--- config.mk ---
export PLATFORM = sky130hd
export DESIGN_NAME = cpu_sequencer
export DESIGN_NICKNAME = d
export VERILOG_FILES = /design/src/rtl/cpu_pkg.sv /design/src/rtl/cpu_opcode_decoder.sv /design/src/rtl/cpu_sequencer.sv
export SDC_FILE = /design/constraint.sdc
export NUM_CORES = 1
export LEC_CHECK = 0
export ABC_AREA = 0
export BUFFER_PORTS_ARGS = -buffer_cell sky130_fd_sc_hd__buf_2
export CORE_UTILIZATION = 41
export DETAILED_ROUTE_END_ITERATION = 10
export GPL_ROUTABILITY_DRIVEN = 0
export PLACE_DENSITY = 0.82
export SLEW_MARGIN = 40
export SYNTH_ARGS = -nofsm -noshare
export SYNTH_HDL_FRONTEND = slang
export SYNTH_HIERARCHICAL = 1
export SYNTH_SLANG_ARGS = --single-unit
--- constraint.sdc ---
create_clock -name clk -period 3.45 [get_ports clk]
set_input_delay 0.69 -clock clk [delete_from_list [all_inputs] [get_ports clk]]
set_output_delay 0.69 -clock clk [all_outputs]
set_load 0.01 [all_outputs]
--- src/rtl/cpu_pkg.sv ---
// Shared definitions for the 8-bit accumulator CPU: opcodes, ALU op codes
// and sequencer states.
package cpu_pkg;

    localparam logic [3:0] OP_NOP = 4'h0;
    localparam logic [3:0] OP_LDI = 4'h1;
    localparam logic [3:0] OP_LDA = 4'h2;
    localparam logic [3:0] OP_STA = 4'h3;
    localparam logic [3:0] OP_ADD = 4'h4;
    localparam logic [3:0] OP_SUB = 4'h5;
    localparam logic [3:0] OP_AND = 4'h6;
    localparam logic [3:0] OP_OR  = 4'h7;
    localparam logic [3:0] OP_XOR = 4'h8;
    localparam logic [3:0] OP_JMP = 4'h9;
    localparam logic [3:0] OP_JZ  = 4'hA;
    localparam logic [3:0] OP_HLT = 4'hF;

    localparam logic [3:0] ALU_ADD = 4'd0;
    localparam logic [3:0] ALU_SUB = 4'd1;
    localparam logic [3:0] ALU_AND = 4'd2;
    localparam logic [3:0] ALU_OR  = 4'd3;
    localparam logic [3:0] ALU_XOR = 4'd4;

    // Explicit encodings keep the legacy state values visible.
    typedef enum logic [2:0] {
        FETCH   = 3'd0,
        DECODE  = 3'd1,
        OPERAND = 3'd2,
        EXEC    = 3'd3,
        HALT    = 3'd4
    } state_t;

endpackage

--- src/rtl/cpu_opcode_decoder.sv ---
// Combinational opcode classifier: instruction length, execute phase,
// ALU operation and illegal-opcode detection.
module cpu_opcode_decoder
    import cpu_pkg::*;
(
    input  logic [3:0] opcode_i,
    output logic       is_two_byte_o,
    output logic       needs_exec_o,
    output logic       is_alu_o,
    output logic [3:0] alu_op_o,
    output logic       illegal_o
);

    always_comb begin
        is_two_byte_o = 1'b0;
        needs_exec_o  = 1'b0;
        is_alu_o      = 1'b0;
        alu_op_o      = '0;
        illegal_o     = 1'b0;
        unique case (opcode_i)
            OP_NOP, OP_HLT: ;
            OP_LDI, OP_STA, OP_JMP, OP_JZ: is_two_byte_o = 1'b1;
            OP_LDA: begin
                is_two_byte_o = 1'b1;
                needs_exec_o  = 1'b1;
            end
            OP_ADD, OP_SUB, OP_AND, OP_OR, OP_XOR: begin
                is_two_byte_o = 1'b1;
                needs_exec_o  = 1'b1;
                is_alu_o      = 1'b1;
                unique case (opcode_i)
                    OP_ADD:  alu_op_o = ALU_ADD;
                    OP_SUB:  alu_op_o = ALU_SUB;
                    OP_AND:  alu_op_o = ALU_AND;
                    OP_OR:   alu_op_o = ALU_OR;
                    default: alu_op_o = ALU_XOR;
                endcase
            end
            default: illegal_o = 1'b1;
        endcase
    end

endmodule

--- src/rtl/cpu_sequencer.sv ---
// Fetch/decode/execute controller: sequences PC, memory, ALU and
// accumulator strobes for 1- and 2-byte instructions.
module cpu_sequencer
    import cpu_pkg::*;
#(
    parameter int DATA_WIDTH = 8,
    parameter int ADDR_WIDTH = 8
) (
    input  logic                  clk,
    input  logic                  reset,
    input  logic                  run,
    input  logic [ADDR_WIDTH-1:0] pc_value,
    output logic                  pc_load,
    output logic                  pc_increment,
    output logic [ADDR_WIDTH-1:0] pc_data,
    output logic [ADDR_WIDTH-1:0] mem_address,
    input  logic [DATA_WIDTH-1:0] mem_rdata,
    output logic [DATA_WIDTH-1:0] mem_wdata,
    output logic                  mem_we,
    input  logic [DATA_WIDTH-1:0] acc_value,
    output logic                  acc_load,
    output logic [DATA_WIDTH-1:0] acc_data,
    output logic [DATA_WIDTH-1:0] alu_a,
    output logic [DATA_WIDTH-1:0] alu_b,
    output logic [3:0]            alu_op,
    input  logic [DATA_WIDTH-1:0] alu_result,
    output logic                  halted,
    output logic                  illegal_op
);

    state_t     state_q, state_d;
    logic [3:0] ir_q, ir_d;
    logic       z_q, z_d;

    logic [3:0] opcode;
    logic       is_two_byte, needs_exec, is_alu, illegal;
    logic [3:0] dec_alu_op;

    logic                  pc_load_c, pc_inc_c, mem_we_c, acc_load_c, halted_c, illegal_c;
    logic [ADDR_WIDTH-1:0] pc_data_c, mem_addr_c;
    logic [DATA_WIDTH-1:0] mem_wdata_c, acc_data_c, alu_a_c, alu_b_c;
    logic [3:0]            alu_op_c;

    // In DECODE the instruction byte is still on mem_rdata; ir is not yet loaded.
    assign opcode = (state_q == DECODE) ? mem_rdata[7:4] : ir_q;

    cpu_opcode_decoder u_decoder (
        .opcode_i      (opcode),
        .is_two_byte_o (is_two_byte),
        .needs_exec_o  (needs_exec),
        .is_alu_o      (is_alu),
        .alu_op_o      (dec_alu_op),
        .illegal_o     (illegal)
    );

    always_comb begin
        state_d     = state_q;
        ir_d        = ir_q;
        z_d         = z_q;
        pc_load_c   = 1'b0;
        pc_inc_c    = 1'b0;
        pc_data_c   = '0;
        mem_addr_c  = '0;
        mem_wdata_c = '0;
        mem_we_c    = 1'b0;
        acc_load_c  = 1'b0;
        acc_data_c  = '0;
        alu_a_c     = '0;
        alu_b_c     = '0;
        alu_op_c    = '0;
        halted_c    = 1'b0;
        illegal_c   = 1'b0;
        unique case (state_q)
            FETCH: begin
                if (run) begin
                    mem_addr_c = pc_value;
                    pc_inc_c   = 1'b1;
                    state_d    = DECODE;
                end
            end
            DECODE: begin
                ir_d = mem_rdata[7:4];
                if (opcode == OP_HLT) begin
                    state_d = HALT;
                end else if (illegal) begin
                    illegal_c = 1'b1;
                    state_d   = FETCH;
                end else if (is_two_byte) begin
                    mem_addr_c = pc_value;
                    pc_inc_c   = 1'b1;
                    state_d    = OPERAND;
                end else begin
                    state_d = FETCH;
                end
            end
            OPERAND: begin
                state_d = FETCH;
                unique case (ir_q)
                    OP_LDI: begin
                        acc_load_c = 1'b1;
                        acc_data_c = mem_rdata;
                    end
                    OP_JMP: begin
                        pc_load_c = 1'b1;
                        pc_data_c = ADDR_WIDTH'(mem_rdata);
                    end
                    OP_JZ: begin
                        pc_load_c = z_q;
                        pc_data_c = ADDR_WIDTH'(mem_rdata);
                    end
                    OP_STA: begin
                        mem_addr_c  = ADDR_WIDTH'(mem_rdata);
                        mem_we_c    = 1'b1;
                        mem_wdata_c = acc_value;
                    end
                    default: begin
                        if (needs_exec) begin
                            mem_addr_c = ADDR_WIDTH'(mem_rdata);
                            state_d    = EXEC;
                        end
                    end
                endcase
            end
            EXEC: begin
                acc_load_c = 1'b1;
                if (is_alu) begin
                    alu_a_c    = acc_value;
                    alu_b_c    = mem_rdata;
                    alu_op_c   = dec_alu_op;
                    acc_data_c = alu_result;
                end else begin
                    acc_data_c = mem_rdata;
                end
                state_d = FETCH;
            end
            HALT: halted_c = 1'b1;
            default: state_d = FETCH;
        endcase
        if (acc_load_c) begin
            z_d = (acc_data_c == '0);
        end
    end

    always_ff @(posedge clk or posedge reset) begin
        if (reset) begin
            state_q <= FETCH;
            ir_q    <= '0;
            z_q     <= 1'b0;
        end else begin
            state_q <= state_d;
            ir_q    <= ir_d;
            z_q     <= z_d;
        end
    end

    // Reset masks every output immediately, before the async clear settles.
    always_comb begin
        pc_load      = pc_load_c & ~reset;
        pc_increment = pc_inc_c & ~reset;
        pc_data      = reset ? '0 : pc_data_c;
        mem_address  = reset ? '0 : mem_addr_c;
        mem_wdata    = reset ? '0 : mem_wdata_c;
        mem_we       = mem_we_c & ~reset;
        acc_load     = acc_load_c & ~reset;
        acc_data     = reset ? '0 : acc_data_c;
        alu_a        = reset ? '0 : alu_a_c;
        alu_b        = reset ? '0 : alu_b_c;
        alu_op       = reset ? '0 : alu_op_c;
        halted       = halted_c & ~reset;
        illegal_op   = illegal_c & ~reset;
    end

endmodule

==> results_dict.tcl, run 1 <==
set metrics [dict create \
    synth_area_leaders "dfrtp_1 16%, and3_1 9.6%, and2_1 9.1%" \
    syn_area_per_cell_um2 7.48 \
    cp.required_ns 2.76 \
    synth_cell_types 49 \
    dp_cells 289 \
    maxSlewViolCount 0 \
    synth_compound_area_frac 0.230 \
    row_count 19 \
    numCtsBuffers 3 \
    cap_violations 0 \
    h-tree-depth 1 \
    period_share 1.03 \
    rsz0062_at_grt "yes" \
    initial_utilization 0.442 \
    min_period_ns 3.57 \
    power.total_mw 0.210 \
    gr-total-overflow 0 \
    sequentialPowerShare 0.449 \
    clkTransAtPathRegs_ns 0.05 \
    cp.arrival_ns 2.88 \
    vias 1706 \
    synth_edf_count 0 \
    detail-route-antenna-nets 0 \
    setup_viol_count_final 8 \
    antenna_found_initial 0 \
    cp-end-kind "output port" \
    violations "design-rule violations, negative setup slack" \
    synth_top_family_by_area "simple AND/OR/NAND/NOR gates" \
    synth_top_area_share 0.161 \
    crit_type "reg -> out" \
    final_core_util 0.701 \
    synth_simple_gate_area_frac 0.480 \
    critPathTopFamily "compound AO/OA/AOI/OAI gates" \
    crit_path_start_kind "flip-flop" \
    cts_sinks 8 \
    hold_violations 0 \
    cts_tree "yes" \
    fp.dieW_um 57.0 \
    p_leak_nw 1.09 \
    final_cells 297 \
    grt_max_degree 29 \
    cp_num_buf_inv 3 \
    outcome "complete, but fails checks" \
    critical_path.max_fanout 9 \
    critPathMostFrequentCell "buf_6" \
    place_hpwl_um 3290 \
    fp.dieH_um 57.0 \
    dr.pass1.iters 7 \
    cts-root-buf "clkbuf_4" \
    drt_iter0_markers 96 \
    seq_area_frac_synth 0.161 \
    p_per_area_nw_per_um2 107 \
    route.detailed.drc 8 \
    power_frac_clock 0.330 \
    drt-wirelength-per-cell_um 15.5 \
    hold_path_class "reg -> reg" \
    critical-path-max-stage-delay_ns 0.41 \
    muxShareOfSynthArea 0.0353 \
    drive_above_1_share 0.538 \
    ys_warn_count 6 \
    p_sw_frac 0.266 \
    ys_seq_elements 8 \
    fin_skew_ns 0.00306 \
    synth-xor-area-share 0.0141 \
    portBuffers 91 \
    clk_latency_ns 0.25 \
    ir_drop_v 0.000122 \
    n_antenna_cell 0 \
    layout_setup_ws_ns -0.118 \
    ios 93 \
    grt_usage 0.269 \
    p_int_mw 0.154 \
    grt_pass1_vias 1537 \
    syn_area_um2 1240 \
    cp_slowest_cell "dfrtp_1" \
    synthFlopType "dfrtp_1" \
    viasPerCell 5.74 \
    synth_cells 166 \
    clock_path_buffers 2 \
    grt_pass1_wl_um 7000 \
    p_comb_frac 0.221 \
    synthAdderAreaFrac 0 \
    layout.nets 303 \
    hold_buffers 0 \
    core_um2 2810 \
    cp_cell_sequence "nor3b_4 > buf_6 > nand2_1 > o21ai_1 > nand2_2 > xnor2_1 > and2_4 > nand3b_1 > a2111oi_4 > o41a_1 > buf_6 > a22o_1 > buf_2" \
    switchingPower_mw 0.0557 \
    async_reset_ff_frac 1.00 \
    fmax_ghz 0.280 \
    synth_nets 201 \
    die_area_um2 3250 \
    synth_area_leader_cell "dfrtp_1" \
    fill_cells 229 \
    syn_to_final_growth_pct 58.5 \
    routed_wl_um 4600 \
]
[placed cells by master (no fill, tap or decap), drive strengths merged, types with 2 or more instances in the layout]
cell,synthesis,layout
buf,5,111
dfrtp,8,8
nor4,2,2
o21ai,9,9
nor2,12,12
inv,6,6
a22oi,8,8
and2,19,19
mux2,3,3
nand2b,5,5
a21oi,6,6
o211ai,2,2
or4,2,2
clkbuf,9,3
nor3,4,4
nand3b,4,4
nor3b,3,3
nor4b,3,3
nand3,4,4
and3,20,20
a22o,8,8
nand2,8,8
[flip-flops by register name, summed over array words and instances (netlist names)]
| signal | count |
|---|---|
| state_q | 3 |
| ir_q | 4 |
| z_q | 1 |
[path summary, 6_finish.rpt]
kind,from,end,slack [ns],cells past startpoint
setup / recovery,state_q[2],mem_address[2],-0.12,13
hold / removal,z_q,z_q,0.54,1
setup reg to reg,state_q[2],z_q,0.91,12
hold reg to reg,z_q,z_q,0.54,1
max in group asynchronous,reset,ir_q[0],2.66,3
min in group asynchronous,reset,state_q[1],0.57,3
[cells by family (layout without fill, tap and decap cells)]
family | after synthesis | after routing
DFF | 8 | 8
AOI/OAI and AO/OA | 40 | 40
other | 1 | 1
buffers and inverters | 20 | 120
xor gates and xnor gates | 2 | 2
and+or+nand+nor | 91 | 91
muxes | 4 | 4
[Yosys cell counts (all sizes together) (2+ instances only)]
master  count
and3       20
buf         5
nor3b       3
nand3b      4
o21ai       9
nor4b       3
inv         6
nor2       12
nor4        2
a22o        8
dfrtp       8
nand2b      5
o211ai      2
clkbuf      9
and2       19
a21oi       6
mux2        3
nand2       8
or4         2
nor3        4
a22oi       8
nand3       4
[layer usage]
metal  part of all wire  GRT usage  vias up
li1                   -          -      811
met1               0.40      0.337      798
met2               0.52      0.491       91
met3              0.068     0.0408        6
met4              0.012     0.0488        0
met5                  0          0        -
[layout make-up]
class / count / area, um^2 / area share
clock buffers: 3 / 22.5 / 0.0115
multi-input cells: 138 / 1050 / 0.532
repair buffers: 111 / 636 / 0.323
inverters: 6 / 22.5 / 0.0115
flip-flops and latches: 8 / 200 / 0.102
well taps: 31 / 38.8 / 0.0197
[stage by stage]
step | instance area, um^2 | worst slack, ns | TNS, ns | hold WS, ns
global placement | 1790 | 0.0582 | 0 | 0.527
detailed placement | 1790 | -0.0627 | -0.351 | 0.515
global route | 1970 | -0.230 | -2.56 | 0.563
CTS | 1870 | -0.0790 | -0.459 | 0.527
floorplan | 1240 | 0.257 | 0 | 0.466
finish | 1970 | -0.118 | -0.829 | 0.539
[what timing repair did]
item / CTS / global route
gates resized for setup: 15 / 17
pin swaps: 2 / 6
endpoints found under the setup margin: 34 / 36
setup buffers: 3 / 2
gates cloned: 0 / 0
endpoints found under the hold margin: 0 / 0
[power by group through the flow]
stage | combinational (mW) | sequential, mW | clock [mW]
floorplan | 0.00951 | 0.0956 | 0
global placement | 0.0427 | 0.0957 | 0
detailed placement | 0.0433 | 0.0956 | 0
CTS | 0.0441 | 0.0941 | 0.0713
global route | 0.0497 | 0.0940 | 0.0760
finish | 0.0463 | 0.0941 | 0.0692
Power figures use the tool's default switching activity.
==> run 2: changes to the inputs <==
--- a/config.mk
+++ b/config.mk
@@ -7,10 +7,11 @@
 export LEC_CHECK = 0
 export ABC_AREA = 0
 export BUFFER_PORTS_ARGS = -buffer_cell sky130_fd_sc_hd__buf_2
-export CORE_UTILIZATION = 41
+export CORE_UTILIZATION = 42
+export CTS_BUF_LIST = sky130_fd_sc_hd__clkbuf_8
 export DETAILED_ROUTE_END_ITERATION = 10
 export GPL_ROUTABILITY_DRIVEN = 0
-export PLACE_DENSITY = 0.82
+export PLACE_DENSITY = 0.83
 export SLEW_MARGIN = 40
 export SYNTH_ARGS = -nofsm -noshare
 export SYNTH_HDL_FRONTEND = slang
==> run 2 against run 1 <==
Effect of this change:
- the run ends with negative setup slack left
- core utilization down 2.8 points
- via count down 3.6%
- sequential share of layout area up 0.52 points
- hold slack better by 0.023 ns
- clock power up 60%
- wire length down 7.2%
- critical path depth down 2
- sequential power about the same
- final area down 4.8%
- register-to-register slack worse by 0.16 ns
- critical path type unchanged
==> results_dict.tcl, run 2 (synthesis results as in run 1) <==
set metrics [dict create \
    gr-total-overflow 0 \
    p_comb_frac 0.176 \
    final_cell_mix "90 x buf_2, 19 x and3_1, 18 x and2_1" \
    crit_type "reg -> out" \
    place_hpwl_um 3160 \
    n_antenna_cell 0 \
    layout.nets 301 \
    cts-root-buf "clkbuf_8" \
    routed_wl_um 4270 \
    maxSlewViolCount 0 \
    numCtsBuffers 3 \
    h-tree-depth 1 \
    clock_path_buffers 2 \
    fp.dieW_um 56.4 \
    cts_sinks 8 \
    hold_buffers 0 \
    p_per_area_nw_per_um2 133 \
    setup_viol_count_final 14 \
    drt-wirelength-per-cell_um 14.5 \
    violations "negative setup slack" \
    cp.required_ns 2.76 \
    antenna_found_initial 0 \
    clkTransAtPathRegs_ns 0.04 \
    grt_usage 0.264 \
    fmax_ghz 0.280 \
    cp.arrival_ns 2.88 \
    row_count 19 \
    grt_max_degree 29 \
    switchingPower_mw 0.0600 \
    hold_path_class "reg -> reg" \
    dr.pass1.iters 5 \
    outcome "complete, but fails checks" \
    p_sw_frac 0.240 \
    portBuffers 91 \
    dp_cells 289 \
    hold_violations 0 \
    core_um2 2780 \
    die_area_um2 3180 \
    min_period_ns 3.57 \
    ios 93 \
    hold_start "z_q" \
    drt_iter0_markers 101 \
    grt_pass1_vias 1466 \
    viasPerCell 5.57 \
    stdcell_area_um2 1870 \
    syn_to_final_growth_pct 50.8 \
    detail-route-antenna-nets 0 \
    initial_utilization 0.446 \
    clk_latency_ns 0.23 \
    vias 1644 \
    largestRegisters "ir_q x4, state_q x3, z_q x1" \
    layout_setup_ws_ns -0.123 \
    cap_violations 0 \
    power_frac_clock 0.446 \
    drive_above_1_share 0.477 \
    route.detailed.drc 0 \
    final_cells 295 \
    largest_reg_flops 4 \
    largest_register "ir_q" \
    fp.dieH_um 56.4 \
    p_int_mw 0.190 \
    period_share 1.04 \
    layout_commonest_cell "buf_2" \
    ir_drop_v 0.000243 \
    place_area_um2 1790 \
    fin_skew_ns 0.00278 \
    cp-end-kind "output port" \
    sequentialPowerShare 0.378 \
    rsz0062_at_grt "yes" \
    critical_path.max_fanout 9 \
    critPathLaunch "state_q[2]" \
    grt_pass1_wl_um 6830 \
    r2r_start "state_q[2]" \
    p_leak_nw 1.07 \
    crit_path_start_kind "flip-flop" \
    cts_tree "yes" \
]
## run 2: stage by stage
| stage | worst slack (ns) | hold WS (ns) | total power, mW | utilization | setup TNS (ns) |
|---|---|---|---|---|---|
| CTS | -0.0331 | 0.557 | 0.252 | 0.668 | -0.184 |
| finish | -0.123 | 0.562 | 0.250 | 0.673 | -0.945 |
| global placement | 0.0863 | 0.508 | 0.138 | 0.643 | 0 |
| global route | -0.238 | 0.570 | 0.263 | 0.673 | -3.73 |
| floorplan | 0.257 | 0.466 | 0.105 | - | 0 |
| detailed placement | 0.0107 | 0.547 | 0.138 | 0.643 | 0 |
## run 2: repair_timing
item,in CTS,in global routing
gates cloned,0,0
setup endpoints to repair,10,36
endpoints found under the hold margin,0,0
gates resized for setup,6,1
setup buffers,2,1
pin swaps,1,1
## run 2: area by class of cell
cell class | instances | area (um^2)
Timing Repair Buffer | 109 | 613
Sequential cell | 8 | 200
Clock buffer | 3 | 41.3
Tap cell | 31 | 38.8
Inverter | 6 | 22.5
Multi-Input combinational cell | 138 | 956
Fill cell | 242 | 910
## run 2: power by group through the flow
stage	sequential (mW)	combinational (mW)	clock (mW)
floorplan	0.0956	0.00951	0
global placement	0.0956	0.0424	0
detailed placement	0.0957	0.0428	0
CTS	0.0944	0.0432	0.115
global route	0.0943	0.0475	0.121
finish	0.0944	0.0439	0.111
## run 2: final timing paths
check / end / slack [ns] / depth (start not counted)
max: mem_address[5] / -0.12 / 11
min: z_q / 0.56 / 1
max reg2reg: z_q / 0.75 / 11
min reg2reg: z_q / 0.56 / 1
max in group asynchronous: ir_q[1] / 2.65 / 3
min in group asynchronous: state_q[0] / 0.58 / 3
## run 2: metal layers
metal  global-route usage  up-vias  wire [um]
li1                     -      810          -
met1                0.368      758       1890
met2                0.432       72       2100
met3               0.0369        4        249
met4               0.0592        0         32
met5                    0        -          0
## run 2: critical path, cell delays in order, from the launching register on
cell,delay (ns)
dfrtp_1,0.40
nor3b_4,0.32
buf_4,0.17
mux2_4,0.33
xnor2_1,0.13
and2_1,0.17
nand3b_1,0.17
a2111oi_2,0.32
o41a_1,0.24
buf_6,0.15
a22o_1,0.13
buf_2,0.13
